**config.mk**
```make
export PLATFORM = sky130hd
export DESIGN_NAME = instr_fetch_ctrl_flat
export DESIGN_NICKNAME = d
export VERILOG_FILES = /design/src/rtl/instr_fetch_ctrl_if.sv /design/src/rtl/instr_fetch_ctrl.sv /design/src/flat_wrapper.sv
export SDC_FILE = /design/constraint.sdc
export NUM_CORES = 1
export LEC_CHECK = 0
export ABC_AREA = 0
export ABC_CLOCK_PERIOD_IN_PS = 2800
export BUFFER_PORTS_ARGS = -buffer_cell sky130_fd_sc_hd__buf_2
export CAP_MARGIN = 20
export CORE_UTILIZATION = 50
export DETAILED_ROUTE_END_ITERATION = 8
export PLACE_DENSITY_LB_ADDON = 0.15
export SYNTH_ARGS = -nofsm -noshare
export SYNTH_HDL_FRONTEND = slang
export SYNTH_SLANG_ARGS = --single-unit
export TNS_END_PERCENT = 30
```
**constraint.sdc**
```tcl
create_clock -name clk -period 2.8 [get_ports clk]
set_clock_uncertainty 0.1 [all_clocks]
set_input_delay 0.14 -clock clk [delete_from_list [all_inputs] [get_ports clk]]
set_output_delay 0.14 -clock clk [all_outputs]
set_load 0.01 [all_outputs]
```
**src/rtl/instr_fetch_ctrl_if.sv**
```systemverilog
// instr_fetch_ctrl_if: fetch-side bundle between the sequencer, instruction memory, decode and branch unit.
interface instr_fetch_ctrl_if #(parameter int XLEN = 32);
    logic            fetch_en;
    logic [XLEN-1:0] imem_addr;
    logic [XLEN-1:0] imem_word;
    logic            if_valid;
    logic            if_ready;
    logic [XLEN-1:0] if_instr;
    logic [XLEN-1:0] if_pc;
    logic            br_taken;
    logic [XLEN-1:0] br_target;
    logic            fault;
    modport master (input fetch_en, imem_word, if_ready, br_taken, br_target,
                    output imem_addr, if_valid, if_instr, if_pc, fault);
    modport slave  (output fetch_en, imem_word, if_ready, br_taken, br_target,
                    input imem_addr, if_valid, if_instr, if_pc, fault);
endinterface

```
**src/rtl/instr_fetch_ctrl.sv**
```systemverilog
// instr_fetch_ctrl: PC sequencer for a synchronous-read imem with a skid FIFO toward decode,
// branch redirects and a sticky misaligned-target fault.
module instr_fetch_ctrl #(
    parameter int              XLEN     = 32,
    parameter logic [XLEN-1:0] RESET_PC = 32'h4,
    parameter int              DEPTH    = 2
) (
    input logic               clk,
    input logic               rst_n,
    instr_fetch_ctrl_if.master bus
);
    localparam int AW = DEPTH > 1 ? $clog2(DEPTH) : 1;
    localparam int CW = $clog2(DEPTH + 1);
    typedef enum logic [1:0] {IDLE, RUN, FAULT} state_t;
    state_t          state_q, state_d;
    logic [XLEN-1:0] pc_q, inflight_pc_q;
    logic            inflight_q;
    logic [XLEN-1:0] fifo_pc [DEPTH];
    logic [XLEN-1:0] fifo_ins [DEPTH];
    logic [AW-1:0]   head_q, tail_q;
    logic [CW-1:0]   count_q;
    logic [CW:0]     occ;
    logic            pop, push, redirect, misaligned, issue;
    function automatic logic [AW-1:0] nxt(input logic [AW-1:0] p);
        return (p == AW'(DEPTH - 1)) ? '0 : p + AW'(1);
    endfunction
    // Occupancy counts the word in flight so the FIFO can never be overrun.
    always_comb begin
        redirect   = bus.br_taken & (state_q != FAULT);
        misaligned = redirect & (bus.br_target[1:0] != 2'b00);
        pop        = bus.if_valid & bus.if_ready;
        push       = inflight_q & !redirect;
        occ        = {1'b0, count_q} + (CW+1)'(inflight_q) - (CW+1)'(pop);
        issue      = (state_q == RUN) & bus.fetch_en & !bus.br_taken & (occ < (CW+1)'(DEPTH));
        state_d    = (misaligned || state_q == FAULT) ? FAULT : bus.fetch_en ? RUN : IDLE;
    end
    always_ff @(posedge clk or negedge rst_n) begin
        if (!rst_n) state_q <= IDLE;
        else        state_q <= state_d;
    end
    always_ff @(posedge clk or negedge rst_n) begin
        if (!rst_n) begin
            pc_q          <= RESET_PC;
            inflight_q    <= 1'b0;
            inflight_pc_q <= '0;
            head_q        <= '0;
            tail_q        <= '0;
            count_q       <= '0;
            for (int i = 0; i < DEPTH; i++) begin
                fifo_pc[i]  <= '0;
                fifo_ins[i] <= '0;
            end
        end else begin
            inflight_q <= issue;
            if (issue) inflight_pc_q <= pc_q;
            pc_q <= issue ? pc_q + XLEN'(4) : (redirect & !misaligned) ? bus.br_target : pc_q;
            if (push) begin
                fifo_pc[tail_q]  <= inflight_pc_q;
                fifo_ins[tail_q] <= bus.imem_word;
            end
            if (redirect) begin
                head_q  <= '0;
                tail_q  <= '0;
                count_q <= '0;
            end else begin
                head_q  <= pop ? nxt(head_q) : head_q;
                tail_q  <= push ? nxt(tail_q) : tail_q;
                count_q <= count_q + CW'(push) - CW'(pop);
            end
        end
    end
    assign bus.imem_addr = pc_q;
    assign bus.if_valid  = count_q != '0;
    assign bus.if_instr  = fifo_ins[head_q];
    assign bus.if_pc     = fifo_pc[head_q];
    assign bus.fault     = state_q == FAULT;
endmodule

```
**src/flat_wrapper.sv**
```systemverilog
// flat-port wrapper written by rule: the top's interface ports become plain ports
module instr_fetch_ctrl_flat 
#(
    parameter int              XLEN     = 32,
    parameter logic [XLEN-1:0] RESET_PC = 32'h4,
    parameter int              DEPTH    = 2
)
  (clk, rst_n, bus_fetch_en, bus_imem_word, bus_if_ready, bus_br_taken, bus_br_target, bus_imem_addr, bus_if_valid, bus_if_instr, bus_if_pc, bus_fault);
  instr_fetch_ctrl_if #(.XLEN(XLEN)) bus_i ();
  input logic clk;
  input logic rst_n;
  input wire logic [$bits(bus_i.fetch_en)-1:0] bus_fetch_en;
  input wire logic [$bits(bus_i.imem_word)-1:0] bus_imem_word;
  input wire logic [$bits(bus_i.if_ready)-1:0] bus_if_ready;
  input wire logic [$bits(bus_i.br_taken)-1:0] bus_br_taken;
  input wire logic [$bits(bus_i.br_target)-1:0] bus_br_target;
  output wire logic [$bits(bus_i.imem_addr)-1:0] bus_imem_addr;
  output wire logic [$bits(bus_i.if_valid)-1:0] bus_if_valid;
  output wire logic [$bits(bus_i.if_instr)-1:0] bus_if_instr;
  output wire logic [$bits(bus_i.if_pc)-1:0] bus_if_pc;
  output wire logic [$bits(bus_i.fault)-1:0] bus_fault;
  assign bus_i.fetch_en = bus_fetch_en;
  assign bus_i.imem_word = bus_imem_word;
  assign bus_i.if_ready = bus_if_ready;
  assign bus_i.br_taken = bus_br_taken;
  assign bus_i.br_target = bus_br_target;
  assign bus_imem_addr = bus_i.imem_addr;
  assign bus_if_valid = bus_i.if_valid;
  assign bus_if_instr = bus_i.if_instr;
  assign bus_if_pc = bus_i.if_pc;
  assign bus_fault = bus_i.fault;
  instr_fetch_ctrl #(.XLEN(XLEN), .RESET_PC(RESET_PC), .DEPTH(DEPTH)) u_core (.clk(clk), .rst_n(rst_n), .bus(bus_i));
endmodule
```
==> results of run 1 <==
worst register-to-register path, stage by stage (launching register included):
cell and delay, ps:
sky130_fd_sc_hd__dfrtp_1 380, sky130_fd_sc_hd__or2_4 260, sky130_fd_sc_hd__nand2_2 90, sky130_fd_sc_hd__nor2_1 60
sky130_fd_sc_hd__fa_2 530, sky130_fd_sc_hd__and2b_2 220, sky130_fd_sc_hd__nand3_4 130, sky130_fd_sc_hd__buf_6 180
sky130_fd_sc_hd__or4_1 500, sky130_fd_sc_hd__o211ai_1 110
metal layers:
layer / share of wire [%] / wire, um / global-route usage [%] / vias to the layer above
met2: 49 / 10600 / 39.6 / 246
li1: - / - / - / 3080
met3: 6.0 / 1310 / 4.22 / 32
met5: 0 / 0 / 0 / -
met1: 44 / 9530 / 32.6 / 3322
met4: 1.6 / 354 / 8.09 / 0
what timing repair did:
action	4_1_cts	5_1_grt
gates resized for setup	1	9
hold buffers	63	0
pin swaps	2	6
endpoints found under the hold margin	173	0
gates cloned	0	0
setup buffers	2	4
setup endpoints to repair	1	24
registers in the layout (all words and copies together) (netlist names):
name / flops
u_core.fifo_ins: 64
u_core.fifo_pc: 64
u_core.bus.imem_addr: 32
u_core.inflight_pc_q: 32
u_core.count_q: 2
u_core.state_q: 2
u_core.head_q: 1
u_core.inflight_q: 1
u_core.tail_q: 1
through the flow:
stage,util [%],area [sq um]
floorplan,-,9060
global placement,58.5,10200
detailed placement,58.5,10200
CTS,65.7,11500
global route,66.2,11600
finish,66.2,11600
worst paths after layout:
kind / to / startpoint
hold / removal: u_core.bus.imem_addr[29]$_DFFE_PN0P_ / bus_br_target[29]
min in group asynchronous: u_core.fifo_ins[61]$_DFFE_PN0P_ / rst_n
hold reg to reg: u_core.inflight_pc_q[0]$_DFFE_PN0P_ / u_core.bus.imem_addr[0]$_DFFE_PN0P_
setup reg to reg: u_core.bus.imem_addr[22]$_DFFE_PN0P_ / u_core.count_q[1]$_DFF_PN0_
setup / recovery: u_core.bus.imem_addr[22]$_DFFE_PN0P_ / u_core.count_q[1]$_DFF_PN0_
max in group asynchronous: u_core.head_q$_DFFE_PN0P_ / rst_n
layout by cell type (no fill, tap or decap), types with 2 or more instances in the layout:
cell type                         n
sky130_fd_sc_hd__clkbuf_16       17
sky130_fd_sc_hd__and2_1           4
sky130_fd_sc_hd__o311ai_0        11
sky130_fd_sc_hd__inv_2            3
sky130_fd_sc_hd__nand3_1         18
sky130_fd_sc_hd__xnor2_1          2
sky130_fd_sc_hd__a21boi_0         5
sky130_fd_sc_hd__bufinv_16        2
sky130_fd_sc_hd__and3_1           5
sky130_fd_sc_hd__or3_1            2
sky130_fd_sc_hd__o21ai_0          9
sky130_fd_sc_hd__buf_6            2
sky130_fd_sc_hd__nand3_4          2
sky130_fd_sc_hd__nand4b_1         2
sky130_fd_sc_hd__nand4_1         11
sky130_fd_sc_hd__a32oi_1          2
sky130_fd_sc_hd__or4_1           10
sky130_fd_sc_hd__clkinvlp_4       2
sky130_fd_sc_hd__nor4_1           6
sky130_fd_sc_hd__dfrtp_1        197
sky130_fd_sc_hd__a21oi_1          5
sky130_fd_sc_hd__clkbuf_8         6
sky130_fd_sc_hd__ha_1             2
sky130_fd_sc_hd__o211ai_1         8
sky130_fd_sc_hd__nor4_2           3
sky130_fd_sc_hd__mux2i_1         15
sky130_fd_sc_hd__nor2_1           3
sky130_fd_sc_hd__buf_4           17
sky130_fd_sc_hd__nand2_1        124
sky130_fd_sc_hd__and4_1           7
sky130_fd_sc_hd__dlygate4sd3_1   63
sky130_fd_sc_hd__buf_12           5
sky130_fd_sc_hd__inv_1            9
sky130_fd_sc_hd__clkinv_4         3
sky130_fd_sc_hd__xor2_1           2
sky130_fd_sc_hd__a221o_1          2
sky130_fd_sc_hd__mux2_2         197
sky130_fd_sc_hd__nor3_1           5
sky130_fd_sc_hd__buf_2          165
final cells by class:
| class | instances | area (sq um) | share of cell area, % |
|---|---|---|---|
| clock buffer | 23 | 498 | 4.31 |
| clock inverter | 9 | 115 | 0.995 |
| inverter | 12 | 45.0 | 0.389 |
| multi-input combinational | 480 | 3920 | 33.9 |
| sequential | 199 | 4980 | 43.1 |
| tap | 225 | 282 | 2.43 |
| timing repair buffer | 253 | 1720 | 14.9 |
where the power goes:
group / internal, mW / total (mW) / switching (mW)
logic: 0.165 / 0.344 / 0.180
registers: 2.89 / 2.91 / 0.0229
clock network: 1.44 / 2.50 / 1.06
kinds of logic (layout without fill, tap and decap cells):
group           Yosys count  after routing  share of synthesized area [%]
simple gates            212            212                           11.5
mux                     212            212                           26.1
buf+inv                  49            297                           2.42
xor+xnor                  5              5                          0.566
flops                   199            199                           55.0
compound gates           48             48                           3.88
fa+ha+maj                 3              3                          0.497
==> impl_metrics.yaml, run 1 <==
run_status:
  outcome: "complete, no violations"
worst_setup_path:
  cpMaxStageDelayCell: "sky130_fd_sc_hd__fa_2"
  setup.worst_path.start_class: "flip-flop"
  setup.worst_path.end_class: "flip-flop"
  worst_path_dominant_cell_family: "simple AND/OR/NAND/NOR gates"
  critPathKind: "flip-flop to flip-flop"
  reg2reg_setup_slack_ps: 150
  critical_path_peak_fanout: 10
  worst-path-stages: 9
  required_ps: 3050
  crit_chain: "or2_4 -> nand2_2 -> nor2_1 -> fa_2 -> and2b_2 -> nand3_4 -> buf_6 -> or4_1 -> o211ai_1"
  worst_path_largest_cell_delay_ps: 530
  worst-endpoint-arrival_ps: 2900
  timing.reg2reg.worst_path_depth: 9
  timing.critical_path.buf_inv: 1
synthesis:
  synth_enable_flop_cells: 0
  synth_top_flop_cell: "sky130_fd_sc_hd__dfrtp_1"
  ys_types: 49
  largest_area_contributor_in_the_netlist: "sky130_fd_sc_hd__dfrtp_1"
  post-synth-top-count-cell: "sky130_fd_sc_hd__dfrtp_1"
  syn-cell-area_sq_um: 9060
  yosys_warnings: 0
  mean_cell_area_of_the_mapped_netlist_sq_um: 12.4
  async_set_or_reset_register_ratio_after_synthesis_pct: 100
  synthCells: 728
  synth_nets: 800
  ys_ff_latch: 199
  synth.yosys.seq_area_share_pct: 55.0
  synth.top_cells.by_area: "sky130_fd_sc_hd__dfrtp_1, sky130_fd_sc_hd__mux2_2, sky130_fd_sc_hd__nand2_1, sky130_fd_sc_hd__mux2i_1, sky130_fd_sc_hd__buf_2"
  synth_top_cell_area_share_pct: 54.7
  synth.top_cells.by_count: "sky130_fd_sc_hd__dfrtp_1, sky130_fd_sc_hd__mux2_2, sky130_fd_sc_hd__nand2_1"
place:
  detailedPlacementHpwl_um: 14200
  preCtsSetupSlack_ps: 2.36
  placed_cells_incl_taps: 1100
  routabilityCongestion: 0.910
  port-buffer-count: 166
clock_tree:
  clockRootBuffer: "sky130_fd_sc_hd__clkbuf_16"
  worst_setup_hold_path_clk_slew_ps: 70
  clock_latency_ps: 430
  cts_tree: "built"
  cts_made_buffers: 17
  cts_max_level: 4
  clock-sinks: 199
  cts.path.max_buffers: 2
layout:
  final.fill_count: 1282
  final_instance_count_excl_fillers: 1201
  design.final.nets: 1035
  flow.area_growth_from_synthesis_pct: 27.6
  final_layout_size_suffix_gt1_share_pct: 44.9
  number_of_inserted_diodes: 0
timing:
  max_freq_ghz: 0.378
  timing.final.hold_violations: 0
  final_max_slew_viol_count: 0
  setup_tns_final_ps: 0
  maxSlewHeadroom_pct: 57.5
  finalSetupViolCount: 0
  finalCritPeriodShare_pct: 94.5
  setup_repair_after_global_routing_missed_its_margin: "no"
  tightestPinTransition_ps: 636
  layout_min_cycle_time_ps: 2650
  min_hold_slack_ps: 31.6
  final.setup.worst_slack_ps: 155
grt:
  gr-total-overflow: 0
  grt_max_degree: 79
  number_of_antenna_violations_at_the_first_check_in_global_routing: 0
  number_of_global_route_vias_before_repair: 6859
  global_route_wire_length_before_repair_um: 34900
  globalRouteTotalUtil_pct: 24.2
drt:
  routed-via-count: 6680
  post-route-drc-count: 0
  drtIter0Drc: 352
  route.final.wire_length_um: 21800
  ratio_of_routed_vias_to_standard_cells: 5.56
  routed_wire_length_per_instance_um: 18.1
  postRouteAntennaNets: 0
  detail_route.first_pass.iterations: 6
die:
  row_count: 48
  initial_utilization_pct: 51.8
  number_of_top_level_pins: 167
  core_box_area_sq_um: 17500
  die_h_um: 137
  fp.dieArea_sq_um: 18700
  floorplan.die.width_um: 137
power:
  power_per_cell_area_nw_per_um2: 498
  cellLeakagePower_nw: 6.00
  total_power_mw: 5.75
  ir_worst_vdd_uv: 516
min_path:
  min_delay_path_depth: 3
  min_path_type: "input pin to flip-flop"
flow_run:
  drv_cap: 0
Power figures use the tool's default switching activity.
==> run 2: changes to the inputs <==
--- a/config.mk
+++ b/config.mk
@@ -9,6 +9,7 @@
 export ABC_CLOCK_PERIOD_IN_PS = 2800
 export BUFFER_PORTS_ARGS = -buffer_cell sky130_fd_sc_hd__buf_2
 export CAP_MARGIN = 20
+export CORE_ASPECT_RATIO = 0.8
 export CORE_UTILIZATION = 50
 export DETAILED_ROUTE_END_ITERATION = 8
 export PLACE_DENSITY_LB_ADDON = 0.15
==> run 2 against run 1 <==
The run now ends with design-rule violations left. Critical path depth down 1. Clock power up 5%. Setup slack got worse by 100 ps. Global-route usage barely moved. Cell count is 0.17% higher. Non-clock buffer count grew 1. Sequential share of layout area did not move. First-iteration DRC count rose by 57%. Die area about the same. Wire length increased by 1.0%. Total power is 2.4% higher. Critical endpoint is now u_core.bus.imem_addr[23]$_DFFE_PN0P_. Hold slack lost 5.0 ps.
==> impl_metrics.yaml, run 2 (same netlist as run 1, synthesis figures left out) <==
run_status:
  outcome: "finished, violations left"
  failed_checks: "design-rule violations"
min_path:
  min_delay_path_depth: 3
  min_path_type: "input pin to flip-flop"
place:
  port-buffer-count: 166
  preCtsSetupSlack_ps: 59.1
  routabilityCongestion: 0.885
  detailedPlacementHpwl_um: 14800
layout:
  regArea_sq_um: 4980
  design.final.nets: 1036
  final.fill_count: 1334
  flow.area_growth_from_synthesis_pct: 27.6
  multiInputGateArea_sq_um: 3910
  final_layout_size_suffix_gt1_share_pct: 44.8
  top_library_cells_by_usage_in_the_layout_fill_and_taps_aside: "sky130_fd_sc_hd__mux2_2, sky130_fd_sc_hd__dfrtp_1, sky130_fd_sc_hd__buf_2, sky130_fd_sc_hd__nand2_1, sky130_fd_sc_hd__dlygate4sd3_1"
  reg_top3: "u_core.fifo_ins: 64 flops, u_core.fifo_pc: 64 flops"
flow_run:
  drv_cap: 0
grt:
  global_route_wire_length_before_repair_um: 35100
  number_of_global_route_vias_before_repair: 6853
  globalRouteTotalUtil_pct: 24.3
  gr-total-overflow: 0
  grt_max_degree: 93
  number_of_antenna_violations_at_the_first_check_in_global_routing: 1
clock_tree:
  cts_tree: "built"
  clock_latency_ps: 430
  cts_made_buffers: 17
  cts_max_level: 4
  cts.path.max_buffers: 2
  worst_setup_hold_path_clk_slew_ps: 70
  clock-sinks: 199
  clockRootBuffer: "sky130_fd_sc_hd__clkbuf_16"
die:
  fp.dieArea_sq_um: 18700
  core_box_area_sq_um: 17500
  floorplan.die.width_um: 153
  number_of_top_level_pins: 167
  row_count: 43
  die_h_um: 122
  initial_utilization_pct: 51.7
worst_setup_path:
  timing.reg2reg.worst_path_depth: 8
  required_ps: 3010
  setup.worst_path.start_class: "flip-flop"
  critPathKind: "flip-flop to flip-flop"
  setup.worst_path.end_class: "flip-flop"
  worst-endpoint-arrival_ps: 2950
  critical_path_peak_fanout: 6
drt:
  route.final.wire_length_um: 22000
  drtIter0Drc: 552
  post-route-drc-count: 14
  postRouteAntennaNets: 0
  routed-via-count: 6705
  ratio_of_routed_vias_to_standard_cells: 5.57
  detail_route.first_pass.iterations: 8
  routed_wire_length_per_instance_um: 18.3
timing:
  setup_tns_final_ps: 0
  finalSetupViolCount: 0
  final_max_slew_viol_count: 0
  timing.final.hold_violations: 0
  final.setup.worst_slack_ps: 54.0
  layout_min_cycle_time_ps: 2750
  maxSlewHeadroom_pct: 47.2
  setup_repair_after_global_routing_missed_its_margin: "yes"
  tightestPinTransition_ps: 792
  max_freq_ghz: 0.364
  finalCritPeriodShare_pct: 98.1
power:
  power_per_cell_area_nw_per_um2: 510
  cellLeakagePower_nw: 6.03
  ir_worst_vdd_uv: 363
==> run 2: worst max-delay path: stages (launching register included) <==
cell and delay, ps:
sky130_fd_sc_hd__dfrtp_1 380, sky130_fd_sc_hd__or2_2 310, sky130_fd_sc_hd__nand2_1 110, sky130_fd_sc_hd__nor2_1 70, sky130_fd_sc_hd__fa_2 370, sky130_fd_sc_hd__xnor2_2 290, sky130_fd_sc_hd__nand4_1 350, sky130_fd_sc_hd__nor3_1 290
sky130_fd_sc_hd__mux2_2 370
==> run 2: through the flow <==
| step | hold WS [ps] | util, % | std cells | power, mW | cell area [sq um] |
|---|---|---|---|---|---|
| after floorplan | -256 | - | 728 | 3.07 | 9060 |
| after global placement | 137 | 58.4 | 1105 | 3.24 | 10200 |
| after global routing | 17.8 | 65.9 | 1202 | 6.10 | 11600 |
| after CTS | 8.24 | 65.7 | 1200 | 5.95 | 11500 |
| after detailed placement | 151 | 58.4 | 1105 | 3.25 | 10200 |
| final | 26.6 | 65.9 | 1203 | 5.89 | 11600 |
==> run 2: metal layers <==
metal	global-route usage, %	part of all wire [%]	up-vias
met5	0	0	-
met4	8.02	2.1	0
met3	5.61	5.6	39
met2	40.5	47	235
met1	31.7	45	3352
li1	-	-	3079
==> run 2: path summary, 6_finish.rpt <==
check / start / endpoint / slack [ps]
setup / recovery: u_core.count_q[1]$_DFF_PN0_ / u_core.bus.imem_addr[23]$_DFFE_PN0P_ / 50
hold / removal: bus_br_target[23] / u_core.bus.imem_addr[23]$_DFFE_PN0P_ / 30
setup reg to reg: u_core.count_q[1]$_DFF_PN0_ / u_core.bus.imem_addr[23]$_DFFE_PN0P_ / 50
hold reg to reg: u_core.bus.imem_addr[1]$_DFFE_PN0P_ / u_core.inflight_pc_q[1]$_DFFE_PN0P_ / 390
max in group asynchronous: rst_n / u_core.fifo_pc[56]$_DFFE_PN0P_ / 1600
min in group asynchronous: rst_n / u_core.bus.imem_addr[24]$_DFFE_PN0P_ / 190
==> run 2: cell type report <==
cell class / instances / area share [%]
Tap cell: 225 / 2.43
Clock inverter: 13 / 1.66
Clock buffer: 19 / 3.92
Antenna cell: 1 / 0.0216
Multi-Input combinational cell: 480 / 33.8
Timing Repair Buffer: 254 / 14.7
Sequential cell: 199 / 43.1
Inverter: 12 / 0.389
==> run 2: what timing repair did <==
| action | in CTS | in global routing |
|---|---|---|
| setup endpoints to repair | 0 | 23 |
| gates resized for setup | 0 | 8 |
| setup buffers | 0 | 2 |
| hold endpoints to repair | 184 | 0 |
| hold buffers | 63 | 0 |
==> run 2: power by group <==
group          total, mW  internal [mW]  switching [mW]  leakage (nW)
logic              0.347          0.164           0.183          2.97
registers           2.91           2.89          0.0238          2.74
clock network       2.63           1.56            1.08         0.312
total               5.89           4.61            1.28          6.03
